**src/rtl/cpu_rf_pkg.sv**
```systemverilog
// Shared constants for the register-file write scheduler.
// Register file geometry and write-back requester indices.
package cpu_rf_pkg;

  localparam int NUM_REGS = 4;
  localparam int ADDR_W   = 2;
  localparam int DATA_W   = 8;

  localparam int REQ_ALU  = 0;
  localparam int REQ_LOAD = 1;

  function automatic logic [NUM_REGS-1:0] reg_onehot(
    input logic [ADDR_W-1:0] a
  );
    reg_onehot = NUM_REGS'(1) << a;
  endfunction

endpackage

```
**src/rtl/rr_arbiter2.sv**
```systemverilog
// Two-way round-robin arbiter, at most one grant per cycle.
// Ports: clk, reset (sync, high), valid[1:0] in, grant[1:0] out.
module rr_arbiter2 (
  input  logic       clk,
  input  logic       reset,
  input  logic [1:0] valid,
  output logic [1:0] grant
);

  logic ptr;

  always_comb begin
    grant = 2'b00;
    if (!reset) begin
      if (valid == 2'b11)
        grant = ptr ? 2'b10 : 2'b01;
      else
        grant = valid;
    end
  end

  // After a grant, favour the requester that was not served.
  always_ff @(posedge clk) begin
    if (reset)
      ptr <= 1'b0;
    else if (|grant)
      ptr <= grant[0];
  end

endmodule

```
**src/rtl/regfile_write_scheduler.sv**
```systemverilog
// Shares the register-file write port between ALU and load write-back
// and keeps a busy scoreboard. Ports: clk, reset, wb_*, claim_*, busy_mask, rf_*.
module regfile_write_scheduler
  import cpu_rf_pkg::*;
(
  input  logic                clk,
  input  logic                reset,
  input  logic [1:0]          wb_valid,
  output logic [1:0]          wb_ready,
  input  logic [ADDR_W-1:0]   wb_addr0,
  input  logic [ADDR_W-1:0]   wb_addr1,
  input  logic [DATA_W-1:0]   wb_data0,
  input  logic [DATA_W-1:0]   wb_data1,
  input  logic                claim_valid,
  input  logic [ADDR_W-1:0]   claim_addr,
  output logic                claim_ready,
  output logic [NUM_REGS-1:0] busy_mask,
  output logic                rf_write_enable,
  output logic [ADDR_W-1:0]   rf_write_address,
  output logic [DATA_W-1:0]   rf_write_data
);

  logic [1:0]          xfer;
  logic [ADDR_W-1:0]   sel_addr;
  logic [DATA_W-1:0]   sel_data;
  logic [NUM_REGS-1:0] set_mask;
  logic [NUM_REGS-1:0] clr_mask;

  rr_arbiter2 u_arb (
    .clk   (clk),
    .reset (reset),
    .valid (wb_valid),
    .grant (wb_ready)
  );

  // wb_ready is already zero during reset, so reset-cycle
  // transfers vanish here.
  assign xfer = wb_valid & wb_ready;

  always_comb begin
    sel_addr = wb_addr0;
    sel_data = wb_data0;
    if (xfer[REQ_LOAD]) begin
      sel_addr = wb_addr1;
      sel_data = wb_data1;
    end
  end

  always_ff @(posedge clk) begin
    if (reset) begin
      rf_write_enable  <= 1'b0;
      rf_write_address <= '0;
      rf_write_data    <= '0;
    end else begin
      rf_write_enable <= |xfer;
      if (|xfer) begin
        rf_write_address <= sel_addr;
        rf_write_data    <= sel_data;
      end
    end
  end

  assign claim_ready = claim_valid & ~busy_mask[claim_addr] & ~reset;

  always_comb begin
    set_mask = '0;
    clr_mask = '0;
    if (claim_ready)
      set_mask = reg_onehot(claim_addr);
    if (|xfer)
      clr_mask = reg_onehot(sel_addr);
  end

  // Set beats clear on the same register.
  always_ff @(posedge clk) begin
    if (reset)
      busy_mask <= '0;
    else
      busy_mask <= (busy_mask & ~clr_mask) | set_mask;
  end

endmodule

```
**config.mk**
```make
export PLATFORM = sky130hd
export DESIGN_NAME = regfile_write_scheduler
export DESIGN_NICKNAME = d
export VERILOG_FILES = /design/src/rtl/cpu_rf_pkg.sv /design/src/rtl/rr_arbiter2.sv /design/src/rtl/regfile_write_scheduler.sv
export SDC_FILE = /design/constraint.sdc
export NUM_CORES = 1
export LEC_CHECK = 0
export ABC_AREA = 1
export BUFFER_PORTS_ARGS = -buffer_cell sky130_fd_sc_hd__buf_2
export CAP_MARGIN = 0
export CORE_ASPECT_RATIO = 1.4
export CORE_MARGIN = 2
export CORE_UTILIZATION = 35
export CTS_BUF_LIST = sky130_fd_sc_hd__clkbuf_8 sky130_fd_sc_hd__clkbuf_16
export CTS_CLUSTER_SIZE = 8
export DETAILED_ROUTE_END_ITERATION = 8
export SLEW_MARGIN = 20
export SYNTH_ARGS = -nofsm -noshare
export SYNTH_HDL_FRONTEND = slang
export SYNTH_SLANG_ARGS = --single-unit
```
**constraint.sdc**
```tcl
create_clock -name clk -period 1.3 [get_ports clk]
set_input_delay 0.39 -clock clk [delete_from_list [all_inputs] [get_ports clk]]
set_output_delay 0.39 -clock clk [all_outputs]
set_load 0.02 [all_outputs]
```
== Yosys cells after proc, flatten, opt, wreduce, memory -nomap -nowiden ==
Index checks and enable logic that the tools add are counted.
Widths: inputs -> output; s select.

* Input port bits: 27
* Register bits: 16
* Word-level logic and storage cells: 28
* Output and inout bits: 18

* Bitwise logic cells: 8
* Equal/unequal tests: 1
* Shifts and indexed selects: 2
* Reduce and logical (&&, ||, !) cells: 2
* Magnitude comparators: 1
* Mux-type cells: 9

{| class="wikitable"
|+ Operator list
! kind !! number
|-
| $mux 2 || 4
|-
| $mux 4 || 2
|-
| $mux 8 || 1
|-
| $shl 1x2->4 const A || 2
|-
| $and 4x4->4 || 1
|-
| $not 4->4 || 1
|-
| $or 4x4->4 || 1
|-
| $reduce_or 2->1 || 2
|-
| $lt 2x3->1 const B || 1
|-
| $and 1x1->1 || 2
|-
| $and 2x2->2 || 1
|-
| $bmux 1 s2 || 1
|-
| $eq 2x2->1 const B || 1
|-
| $not 1->1 || 2
|-
| $mux 1 || 1
|}

== Depth between registers and ports, before layout ==
Gate-level depths: netlist of the first run.

* Depth after elaboration: 10
* Mapped depth: 9
* Depth with buffers taken out: 8

== Hierarchy ==
From an unflattened synthesis of the first run, not the netlist that was laid out.

* Cell total of the unflattened synthesis: 122
* Area total of the unflattened synthesis: 809.5 µm²

{| class="wikitable"
|+ By module, submodules not included
! module !! cells each !! sequential area each (µm²) !! times used !! area an instance (µm²)
|-
| regfile_write_scheduler || 109 || 300.3 || 1 || 742.0
|-
| rr_arbiter2 || 13 || 20.0 || 1 || 67.6
|}

== Worst setup path after synthesis of the first run ==
Ideal clock, no wire load.

* Path type: input to output
* From: input reset
* To: output claim_ready
* Stages on the path: 4
* Data arrival time: 1.209 ns
* Path slack: -0.299 ns
* Cells stage by stage: buf_6 > clkinv_1 > nand3_1 > nor3_1

* Cells in the longest elaborated chain, start to end: 2

{| class="wikitable"
|+ RTL lines
! item !! RTL line !! text
|-
| start: declaration || regfile_write_scheduler.sv:7 || <nowiki>input logic reset,</nowiki>
|-
| $not 1->1 || regfile_write_scheduler.sv:63 || <nowiki>assign claim_ready = claim_valid & ~busy_mask[claim_addr] & ~reset;</nowiki>
|-
| $and 1x1->1 || regfile_write_scheduler.sv:63 ||
|-
| end: declaration || regfile_write_scheduler.sv:16 || <nowiki>output logic claim_ready,</nowiki>
|}

Every way passes these cells.

== Worst setup path in the final report of the first run ==
* From: register busy_mask[2]
* To: output claim_ready

* Cells in the longest elaborated chain, start to end: 5

{| class="wikitable"
|+ RTL lines
! item !! RTL line !! text
|-
| start: declaration || regfile_write_scheduler.sv:17 || <nowiki>output logic [NUM_REGS-1:0] busy_mask,</nowiki>
|-
| start signal: assignment || regfile_write_scheduler.sv:79 || <nowiki>busy_mask <= (busy_mask & ~clr_mask) | set_mask;</nowiki>
|-
| $bmux 1 s2 || regfile_write_scheduler.sv:63 ||
|-
| $mux 1 (not written as such) || regfile_write_scheduler.sv:63 ||
|-
| $not 1->1 || regfile_write_scheduler.sv:63 ||
|-
| $and 1x1->1 (2 in a row) || regfile_write_scheduler.sv:63 ||
|}

Every way passes these cells. The select of a mux whose other input is x is not followed.

==> results.txt, run 1 <==
The share of final-layout standard cells stronger than drive strength 1 came out at 55.33%. STA puts the critical path data required time at slightly above 0.9 ns. The pin count of the biggest net entering global routing came out at 26. The beginning of the worst hold path is reset. In this run the number of H-tree levels came out at 1.

The final layout contains 225 nets. In the layout the commonest cells are buf_2, nand2_1, buf_4. The total CTS buffers is 3. The startpoint identified for the worst register-to-register timing path is u_arb.ptr.

The detailed-route via count came out at 1068. In this run, the clock network consumes about 32% of the power. The element type at the critical path end is a primary output. The worst setup path is launched from a flip-flop.

The placeable core region is 2365 um2. The cell area after technology mapping is 868.3 um2. The first-pass iteration count of the detailed router came out at 4. The post-detailed-route DRC marker count came out at 0. The initial antenna violation count is 0. The global-route wire length before repair came out at 3933 um. The arrival time of data at the critical path endpoint came out at between 1 and 1.5 ns. Along the worst path, the maximum fanout reaches 2. The residual antenna-violating net count after detailed routing came out at 0. The final reports fail on setup timing. The power density normalized to cell area came out at about 900 nW/um2.

The maximum root-to-sink buffer count came out at 2. The tree is rooted in a clkbuf_8. The tool flagged a number of max-cap violations equal to 0. The sequential share of power came out at 39.4%.

In this run the register-to-register setup slack is 0.09 ns. The area enclosed by the die boundary is 2901 um2. The number of hold buffers added after CTS was 0. Synthesis inferred 16 register bits. Setup violations remaining at the end of the flow were counted as 3. The synthesized area per cell is 6.837 um2. The final setup skew is between 0.002 and 0.0025 ns. In this design, the stage delay of the slowest critical-path cell is 0.33 ns. The tightest min-delay check is of the in -> reg type. Setup repair after global routing could not meet its margin everywhere. In this run the power spent charging and discharging nets is 392.1 uW.

The number of distinct standard cells referenced by the synthesized netlist is 18. The area growth from synthesis to layout is 74.78%. The fill cell instance count of the final layout is 220. The total power came out at 1.371 mW. The count of final max-slew check failures came to 0. The post-route clock period utilization came out at 111.6%. At the later pin of the worst-skew pair, clock insertion delay measures 0.25 ns. The post-route worst setup slack came out at -0.1505 ns.

The via count of the first global-routing pass came out at 995. The width of the chip is about 46 um. The clock slew seen by the registers of the worst setup and hold paths is 0.06 ns. Leaving out fill and tap cells, the most frequent cell in the layout is buf_2. The placed instance area is 1219 um2. The worst setup path is of the reg -> out kind.

The repair_antennas step left the layout with diodes totalling 0. The row count came out at 21. The final critical delay including setup and external delays is 1.450 ns. Routability-driven placement finished with a final weighted congestion of 0.7856. The worst slew margin relative to its limit is about four fifths. The global route total overflow came out at 0. The routed wire length came out at 2600 um.

TritonCTS built the clock tree. The vertical die dimension is 62.94 um. The cell leakage power is 0.8219 nW. Summing all non-filler instances in the final layout gives an area of 1518 um2. The I/O pin count came out at 45. The HPWL reported at the end of detailed placement is 1730 um. The combined area of the multi-input logic cells is 513.0 um2. The run finished, with violations left.

VDD sags by at most 596.4 uV. The starting utilization of the core area came out at a little under two fifths. The violation count after the first detailed-route iteration came out at 16.

The portion of total power attributed to combinational logic is 28.5%. The synthesized net count is 154. The number of cells produced by synthesis came out at 127.

The total global routing track utilization is 17.95%. The sequential fraction of the synthesis area came out at around 37%. The total of buffers placed on input and output ports is 44. The switching share of power is 28.59%.

The average routed wire per standard cell is 11.82 um. The warning count from the yosys run came out at 0. Tracing the worst setup path back leads to its startpoint at busy_mask[2]. The number of hold violations in the final report is 0. The number of vias per cell after detailed routing came out at between 4 and 5. Counting every sink on the clock net gives 16. The sequential cell area is 326.6 um2. The internal power is ~980 uW. The slowest stage of the critical path is the dfxtp_2 cell. The slew at the pin with the worst max-slew slack came out at 0.2819 ns. The signal on the critical path passes through nand2_2, nand3_4, nor3_4, buf_6. The highest achievable clock rate is slightly below 700 MHz.
[registers in the layout, summed over array words and instances (netlist names)]
name              count
rf_write_address      2
rf_write_data         8
u_arb.ptr             1
rf_write_enable       1
busy_mask             4
[cell type report]
cell class | count | share of cell area, %
sequential | 16 | 21.52
inverter | 23 | 6.430
multi-input combinational | 84 | 33.80
clock buffer | 4 | 3.627
tap | 23 | 1.896
timing repair buffer | 70 | 32.73
[power groups by stage]
stage               clock network [mW]  registers, mW  logic [mW]
floorplan                            0          0.587       0.144
global placement                     0          0.549       0.303
detailed placement                   0          0.549       0.308
CTS                              0.448          0.540       0.371
global route                     0.470          0.543       0.427
finish                           0.439          0.541       0.391
[synthesized netlist by cell type, drive strengths merged]
cell type,count,area [um2]
o211ai,9,67.56
buf,4,32.53
nor3b,1,7.510
inv,21,78.83
dfxtp,16,320.3
nor2,5,26.27
nand2,39,168.9
nor3,2,10.01
clkinv,2,7.510
nand3b,1,7.510
a21oi,6,33.78
nand3,20,100.1
a211oi,1,7.510
[worst max-delay path: cells and delay by family (launching register included)]
| family | cells | cell delay (ns) |
|---|---|---|
| buf+inv | 1 | 0.14 |
| simple gates | 3 | 0.35 |
| flops | 1 | 0.33 |
[final timing paths]
check | end | cells after the start
worst max-delay path | claim_ready | 4
worst min-delay path | u_arb.ptr | 3
worst max register to register | busy_mask[1] | 9
worst min register to register | rf_write_address[0] | 2
[cell families after synthesis]
group	after synthesis	synth area share (%)
and+or+nand+nor	68	36.89
AOI/OAI and AO/OA	16	12.54
DFF	16	36.89
buffers and inverters	27	13.69
[metrics by stage]
step / hold slack [ns] / util [%] / setup WS [ns] / cells / setup TNS [ns]
3_3_place_gp: 0.4545 / 51.53 / -0.1921 / 203 / -0.9099
3_5_place_dp: 0.4654 / 51.53 / -0.2590 / 203 / -1.105
5_1_grt: 0.4470 / 64.18 / -0.1914 / 220 / -0.3745
4_1_cts: 0.4238 / 62.01 / -0.1385 / 218 / -0.2023
2_1_floorplan: 0.4495 / - / -0.07299 / 127 / -0.07299
6_report: 0.4321 / 64.18 / -0.1505 / 220 / -0.2160
[metal layers]
layer | GRT usage [%] | up-vias | part of all wire, %
li1 | - | 545 | -
met1 | 18.26 | 475 | 40
met2 | 33.16 | 40 | 53
met3 | 2.601 | 8 | 4.7
met4 | 7.857 | 0 | 2.9
met5 | 0 | - | 0
[repair_timing]
action / CTS / global route
resized for setup: 40 / 10
pin swaps: 8 / 6
setup endpoints to repair: 3 / 11
buffers inserted: 12 / 4
No activity file was read; power rests on OpenSTA's default activity.
==> run 2, diff against run 1 <==
Settings changed: ABC_AREA 1 to unset, MAX_ROUTING_LAYER set to met4, PLACE_DENSITY set to 0.65.
==> results.txt, run 2 <==
The flow ran to the end, but the final reports show violations. The final reports fail on setup timing. The area enclosed by the die boundary is 2750 um2 (-5.2%). The total setup violations reported at the end of the flow is 3 (unchanged). The net count reported at finish came out at 181 (-20%). The routability congestion estimate from global placement is 0.7077 (-9.9%). The width of the chip came out at 44.90 um (-2.6%). The clock network power share is 28.2% (-3.8 points). Clock tree synthesis selected as its root buffer the cell clkbuf_8. The kind of start point of the critical path is a flip-flop. The fraction of registers with async set/reset came to 0% (unchanged).

The arrival time of data at the critical path endpoint is 1.27 ns (+0.21 ns). The slew at the pin with the worst max-slew slack came out at 0.4540 ns (+0.1721 ns). In the final layout, the registers with the most flip-flops are rf_write_data: 8 flops, busy_mask: 4 flops, rf_write_address: 2 flops.

The required time of the critical path is 0.91 ns (about the same). The switching share of power came out at 28.58% (about the same). The starting utilization of the core area is 37.22% (+0.50 points). The violation count after the first detailed-route iteration is 8 (-8).

The I/O pin count was 45 (unchanged). The clock latency on the worst-skew pair is 0.25 ns (about the same). The final total negative setup slack is -0.4272 ns (-0.2112 ns). The flip-flop count of the largest register after layout came out at 8 (unchanged). The cell area after technology mapping is 819.5 um2 (-5.6%). The worst slew margin relative to its limit is 69.30% (-12 points). The total global routing track utilization is 17.48% (-0.47 points).

The global-route wire length before repair is 3422 um (-13%). The sink count of the clock tree came out at 16 (unchanged). The warning count from the yosys run was 0 (unchanged).

The slowest stage of the critical path belongs to the cell mux4_2. The detailed-route via count is 876 (-18%). The depth of the worst register-to-register path is 6 (-3). The share of final-layout standard cells stronger than drive strength 1 is 51.97% (-3.4 points).

The pin count of the biggest net entering global routing is 14 (-46%). Setup repair after global routing could not meet its margin everywhere. The register bit total from synthesis is 16 (unchanged). The post-cts hold buffer count is 0 (unchanged). The HPWL reported at the end of detailed placement came out at 1646 um (-4.9%). The number of hold violations in the final report is 0 (unchanged). In the post-synthesis netlist, the biggest area contributors are dfxtp_1, mux2i_1, a211oi_1.

The net switching power is 369.4 uW (-5.8%). By count the netlist is led by dfxtp_1, nor2_1, mux2i_1, a211oi_1, nand2b_1. The post-route worst setup slack is -0.3639 ns (-0.2135 ns). The vertical die dimension is 61.26 um (-2.7%). The synthesized net count came out at 116 (-25%).

The placeable core region is 2202 um2 (-6.9%). The synthesized area per cell is 9.208 um2 (+35%). The final setup skew came to 0.005350 ns (+0.003102 ns). Compared with the post-synthesis result, the final layout area differs by 59.70%.

The total of buffers placed on input and output ports is 44 (unchanged). The row count came out at 20 (-4.8%). The share of the synthesized area in the top cell type came out at 39.08% (+2.2 points). The final critical delay including setup and external delays came out at 1.664 ns (+0.2135 ns). More flip-flops sit in one register than any other, and that register is rf_write_data. The number of diodes is 0 (unchanged). Leaving out fill and tap cells, the most frequent cell in the layout is buf_2. The cell leakage power came out at 0.6825 nW (-17%).

The total CTS buffers came to 3 (unchanged). The via count of the first global-routing pass is 825 (-17%). The number of instances in the placed design came out at 169 (-17%).

The maximum vdd ir drop came out at 558.4 uV (-6.4%). TritonCTS built the clock tree. The average routed wire per standard cell came out at 12.52 um (+5.9%).

The routed wire length is 2178 um (-16%). The maximum root-to-sink buffer count came out at 2 (unchanged). The number of vias per cell after detailed routing came out at 5.034 (+3.7%). The dominant register cell in the synthesized netlist is dfxtp_1. The post-detailed-route DRC marker count is 0 (unchanged). The worst hold path cell count came out at 3 (unchanged).

The largest fanout of any net on the critical path is 2 (unchanged). The number of flops mapped to enable cells by yosys is 0 (unchanged). The cell with the most instances after synthesis is dfxtp_1. The number of distinct standard cells referenced by the synthesized netlist is 23 (+5). The internal power came out at 923.2 uW (-5.7%). The count of H-tree levels built during CTS came to 1 (unchanged). The post-route clock period utilization is 128.0% (+16 points). The sequential fraction of the synthesis area came out at 39.08% (+2.2 points). The global route total overflow was 0 (unchanged). The portion of total power attributed to combinational logic came out at 29.1% (+0.6 points). The first-pass iteration count of the detailed router is 4 (unchanged). The sequential share of power is 42.6% (+3.2 points). The number of standard cells in the layout, taps in and fillers out was 174 (-21%). The largest total area in the synthesized netlist belongs to dfxtp_1. The initial antenna violation count came out at 0 (unchanged).

The residual antenna-violating net count after detailed routing is 0 (unchanged). The power density normalized to cell area is 987.6 nW/um2 (+9.3%). The top cell types in the final layout, fill and taps aside, are buf_2, buf_4, nor2_1, dfxtp_1, mux2i_1.

The count of final max-slew check failures came to 0 (unchanged). The clock slew seen by the registers of the worst setup and hold paths is 0.06 ns (about the same). The category of the most critical setup path is reg -> out. The number of max-capacitance violations reported came to 0 (unchanged). The highest achievable clock rate came out at 601.0 MHz (-13%). The worst setup path is captured at a primary output. The number of cells produced by synthesis was 89 (-30%). The worst hold-check path type is in -> reg. The highest cell delay on the worst timing path came out at 0.49 ns (+0.16 ns). The critical path goes through mux4_2, nor2_4, buf_6.
run 2: per-layer routing:
layer,global-route usage [%],vias to the layer above,share of wire [%]
met2,29.61,32,52
met5,-,-,0
met4,7.563,0,1.1
li1,-,448,-
met1,20.29,392,41
met3,2.639,4,5.7
run 2: worst max-delay path, delay by kind of cell, from the launching register on:
family | cells | cell delay (ns)
flip-flops | 1 | 0.32
AND/OR/NAND/NOR | 1 | 0.10
buffers and inverters | 1 | 0.12
multiplexers | 1 | 0.49
run 2: layout make-up:
class	count	area, um2
Fill cell	190	893.4
Multi-Input combinational cell	67	495.5
Timing Repair Buffer	64	414.1
Sequential cell	16	322.8
Clock buffer	3	41.29
Tap cell	22	27.53
Inverter	2	7.507
run 2: kinds of logic (layout without fill, tap and decap cells):
| group | Yosys count | count (layout) | synth area share [%] |
|---|---|---|---|
| simple gates | 33 | 33 | 20.76 |
| buf+inv | 6 | 69 | 3.969 |
| compound gates | 19 | 19 | 16.18 |
| flops | 16 | 16 | 39.08 |
| mux | 15 | 15 | 20.00 |
run 2: power by group through the flow:
stage	sequential (mW)	clock, mW	combinational (mW)
final	0.551	0.365	0.376
after detailed placement	0.560	0	0.345
after global placement	0.560	0	0.335
after CTS	0.551	0.376	0.365
after floorplan	0.608	0	0.138
after global routing	0.557	0.409	0.411
run 2: repair_timing:
item                                    in CTS  in global routing
setup buffers                                1                  1
resized for setup                           13                  8
pin swaps                                    3                  5
endpoints found under the setup margin       4                 15
gates cloned                                 0                  0
endpoints found under the hold margin        0                  0
run 2: worst paths after layout:
path                         start  slack, ns               end
setup / recovery      busy_mask[3]      -0.36       claim_ready
hold / removal         wb_data1[1]       0.48  rf_write_data[1]
setup reg to reg         u_arb.ptr       0.04  rf_write_data[1]
hold reg to reg   rf_write_data[2]       0.49  rf_write_data[2]
run 2: per-stage QoR:
step / cell area, um2 / hold WS, ns / util, % / total power, mW / setup WS (ns)
finish: 1309 / 0.4815 / 59.43 / 1.293 / -0.3639
global route: 1309 / 0.4929 / 59.43 / 1.376 / -0.4223
detailed placement: 1185 / 0.4799 / 53.81 / 0.9041 / -0.3581
CTS: 1276 / 0.4063 / 57.95 / 1.291 / -0.3712
global placement: 1185 / 0.4659 / 53.81 / 0.8950 / -0.3397
floorplan: 827.0 / 0.4576 / - / 0.7461 / -0.1339
==> run 3, diff against run 2 <==
Settings changed: BUFFER_PORTS_ARGS -buffer_cell sky130_fd_sc_hd__buf_2 to unset, DONT_BUFFER_PORTS set to 1, PLACE_DENSITY 0.65 to unset.
==> results.txt, run 3 (same netlist as run 2, synthesis figures left out) <==
The placeable core region is 2202 um2 (unchanged). The number of standard cells in the layout, taps in and fillers out came out at 121 (-30%). The vertical die dimension came out at 61.26 um (unchanged). The register ranked first by flip-flop count is rf_write_data.

The net count reported at finish came out at 128 (-29%). The I/O pin count is 45 (unchanged). The worst slack at placement is -0.1479 ns (+0.2103 ns). The placed instance area came out at 909.6 um2 (-23%). The residual antenna-violating net count after detailed routing came out at 0 (unchanged). The category of the most critical setup path is reg -> out. The pin count of the biggest net entering global routing is 17 (+3). The beginning of the worst hold path is reset. The share of final-layout standard cells stronger than drive strength 1 is 25.25% (-27 points). The utilization after layout is 45.68% (-14 points).

The post-route clock period utilization was 123.0% (-5.0 points). The power density normalized to cell area is 1152 nW/um2 (+17%). The clock latency on the worst-skew pair is 0.24 ns (about the same).

The post-detailed-route DRC marker count is 0 (unchanged). The total global routing track utilization was 14.59% (-2.9 points). The global-route wire length before repair is 2815 um (-18%). STA classifies the critical path startpoint as a flip-flop. The total setup violations reported at the end of the flow came out at 2 (-1). The setup slack on the worst flop-to-flop path is 0.05 ns (about the same).

The arrival time of data at the critical path endpoint is 1.21 ns (-0.06 ns). Setup repair after global routing could not meet its margin everywhere. The initial antenna violation count is 0 (unchanged).

The total of buffers placed on input and output ports is 0 (-100%). In the final layout, the registers with the most flip-flops are rf_write_data: 8 flops, busy_mask: 4 flops, rf_write_address: 2 flops. The starting utilization of the core area is 37.22% (unchanged). The final critical delay including setup and external delays is 1.598 ns (-0.06556 ns). The count of H-tree levels built during CTS came out at 1 (unchanged). The worst slew margin relative to its limit is 74.32% (+5.0 points). The total CTS buffers was 3 (unchanged). The routed wire length is 1746 um (-20%). The required time of the critical path came to 0.91 ns (about the same). The number of max-capacitance violations reported came out at 0 (unchanged). The summed area of non-filler cells in the final layout came out at 1006 um2 (-23%). The number of instances in the placed design came out at 116 (-31%). The violation count after the first detailed-route iteration is 13 (+5). The maximum vdd ir drop is 766.2 uV (+37%).

The detailed-route via count is 693 (-21%). The HPWL reported at the end of detailed placement came to 1352 um (-18%). The global route total overflow came out at 0 (unchanged). The root buffer cell chosen for the clock tree is clkbuf_8. The flip-flop count of the largest register after layout came to 8 (unchanged).

The slew at the pin with the worst max-slew slack came out at 0.3799 ns (-0.07418 ns). The routability congestion estimate from global placement came out at 0.7274 (+2.8%). The average routed wire per standard cell is 14.43 um (+15%). The area enclosed by the die boundary came to 2750 um2 (unchanged).

From synthesis to final layout, the design area changed by 22.75%. The top cell types in the final layout, fill and taps aside, are nor2_1, dfxtp_1, mux2i_1. The final setup skew is 0.005017 ns (-0.0003329 ns). The number of vias per cell after detailed routing came to 5.727 (+14%). The final reports fail on setup timing. The maximum root-to-sink buffer count is 2 (unchanged).

The most critical setup path has its startpoint at busy_mask[3]. TritonCTS built the clock tree. The count of final max-slew check failures is 0 (unchanged). The fill cell instance count of the final layout is 230 (+21%). The sink count of the clock tree is 16 (unchanged). The highest achievable clock rate is 625.6 MHz (+4.1%). The cell leakage power came to 0.4531 nW (-34%). The post-route worst setup slack is -0.2984 ns (+0.06556 ns).

The flow ran to the end, but the final reports show violations. The width of the chip is 44.90 um (unchanged). The via count of the first global-routing pass came to 661 (-20%).

The total power came out at 1.159 mW (-10%). The first-pass iteration count of the detailed router is 5 (+1). STA classifies the critical path endpoint as a primary output.

The largest fanout of any net on the critical path is 2 (unchanged). The number of hold violations in the final report is 0 (unchanged). The launching point of the worst reg2reg path is u_arb.ptr. The number of diodes is 0 (unchanged). The row count is 20 (unchanged). The clock slew seen by the registers of the worst setup and hold paths is 0.06 ns (about the same).

The path class of the tightest hold or removal check is in -> reg.
-- run 3: cell count changes in the layout (fill, tap and decap cells not counted) --
cell,before,now
mux2i_1,12,13
buf_2,40,0
inv_2,2,0
a211oi_2,1,2
a211oi_1,9,8
buf_4,15,9
buf_12,0,2
inv_4,0,1
mux2i_2,1,0
inv_1,0,1
buf_6,9,0
-- run 3: worst paths after layout --
| kind | end | cells after the start |
|---|---|---|
| max | claim_ready | 2 |
| max reg2reg | rf_write_data[6] | 6 |
| min | u_arb.ptr | 1 |
| min reg2reg | u_arb.ptr | 2 |
-- run 3: worst max-delay path: stages (launching register included) --
cell and delay [ns]:
dfxtp_2 0.32, mux4_2 0.49, nor2_4 0.16
-- run 3: layer usage --
metal | vias to the layer above | part of all wire, % | track usage (%)
li1 | 340 | - | -
met1 | 311 | 38 | 16.01
met2 | 40 | 49 | 22.15
met3 | 2 | 12 | 5.572
met4 | 0 | 0.97 | 8.824
met5 | - | 0 | -
-- run 3: through the flow --
| step | setup TNS (ns) | hold slack [ns] |
|---|---|---|
| 2_1_floorplan | -0.1339 | 0.4576 |
| 3_3_place_gp | -0.1396 | 0.4631 |
| 3_5_place_dp | -0.1649 | 0.4656 |
| 4_1_cts | -0.3307 | 0.1955 |
| 5_1_grt | -0.6179 | 0.1894 |
| 6_report | -0.3216 | 0.2006 |
-- run 3: final cells by class --
cell class	count	area (um2)	area share, %
clock buffer	3	41.29	4.104
multi-input combinational	67	496.7	49.38
tap	22	27.53	2.736
inverter	2	10.01	0.9950
timing repair buffer	11	107.6	10.70
sequential	16	322.8	32.09
-- run 3: where the power goes --
| group | total [mW] | switching, mW | internal, mW | leakage [nW] |
|---|---|---|---|---|
| clock network | 0.357 | 0.152 | 0.205 | 0.0216 |
| logic | 0.215 | 0.105 | 0.110 | 0.298 |
| registers | 0.587 | 0.0552 | 0.531 | 0.133 |
| total | 1.16 | 0.313 | 0.846 | 0.453 |
-- run 3: repair_timing --
item | CTS | global route
pin swaps | 1 | 9
setup endpoints to repair | 5 | 11
setup buffers | 2 | 0
hold buffers | 0 | 0
gates resized for setup | 3 | 6
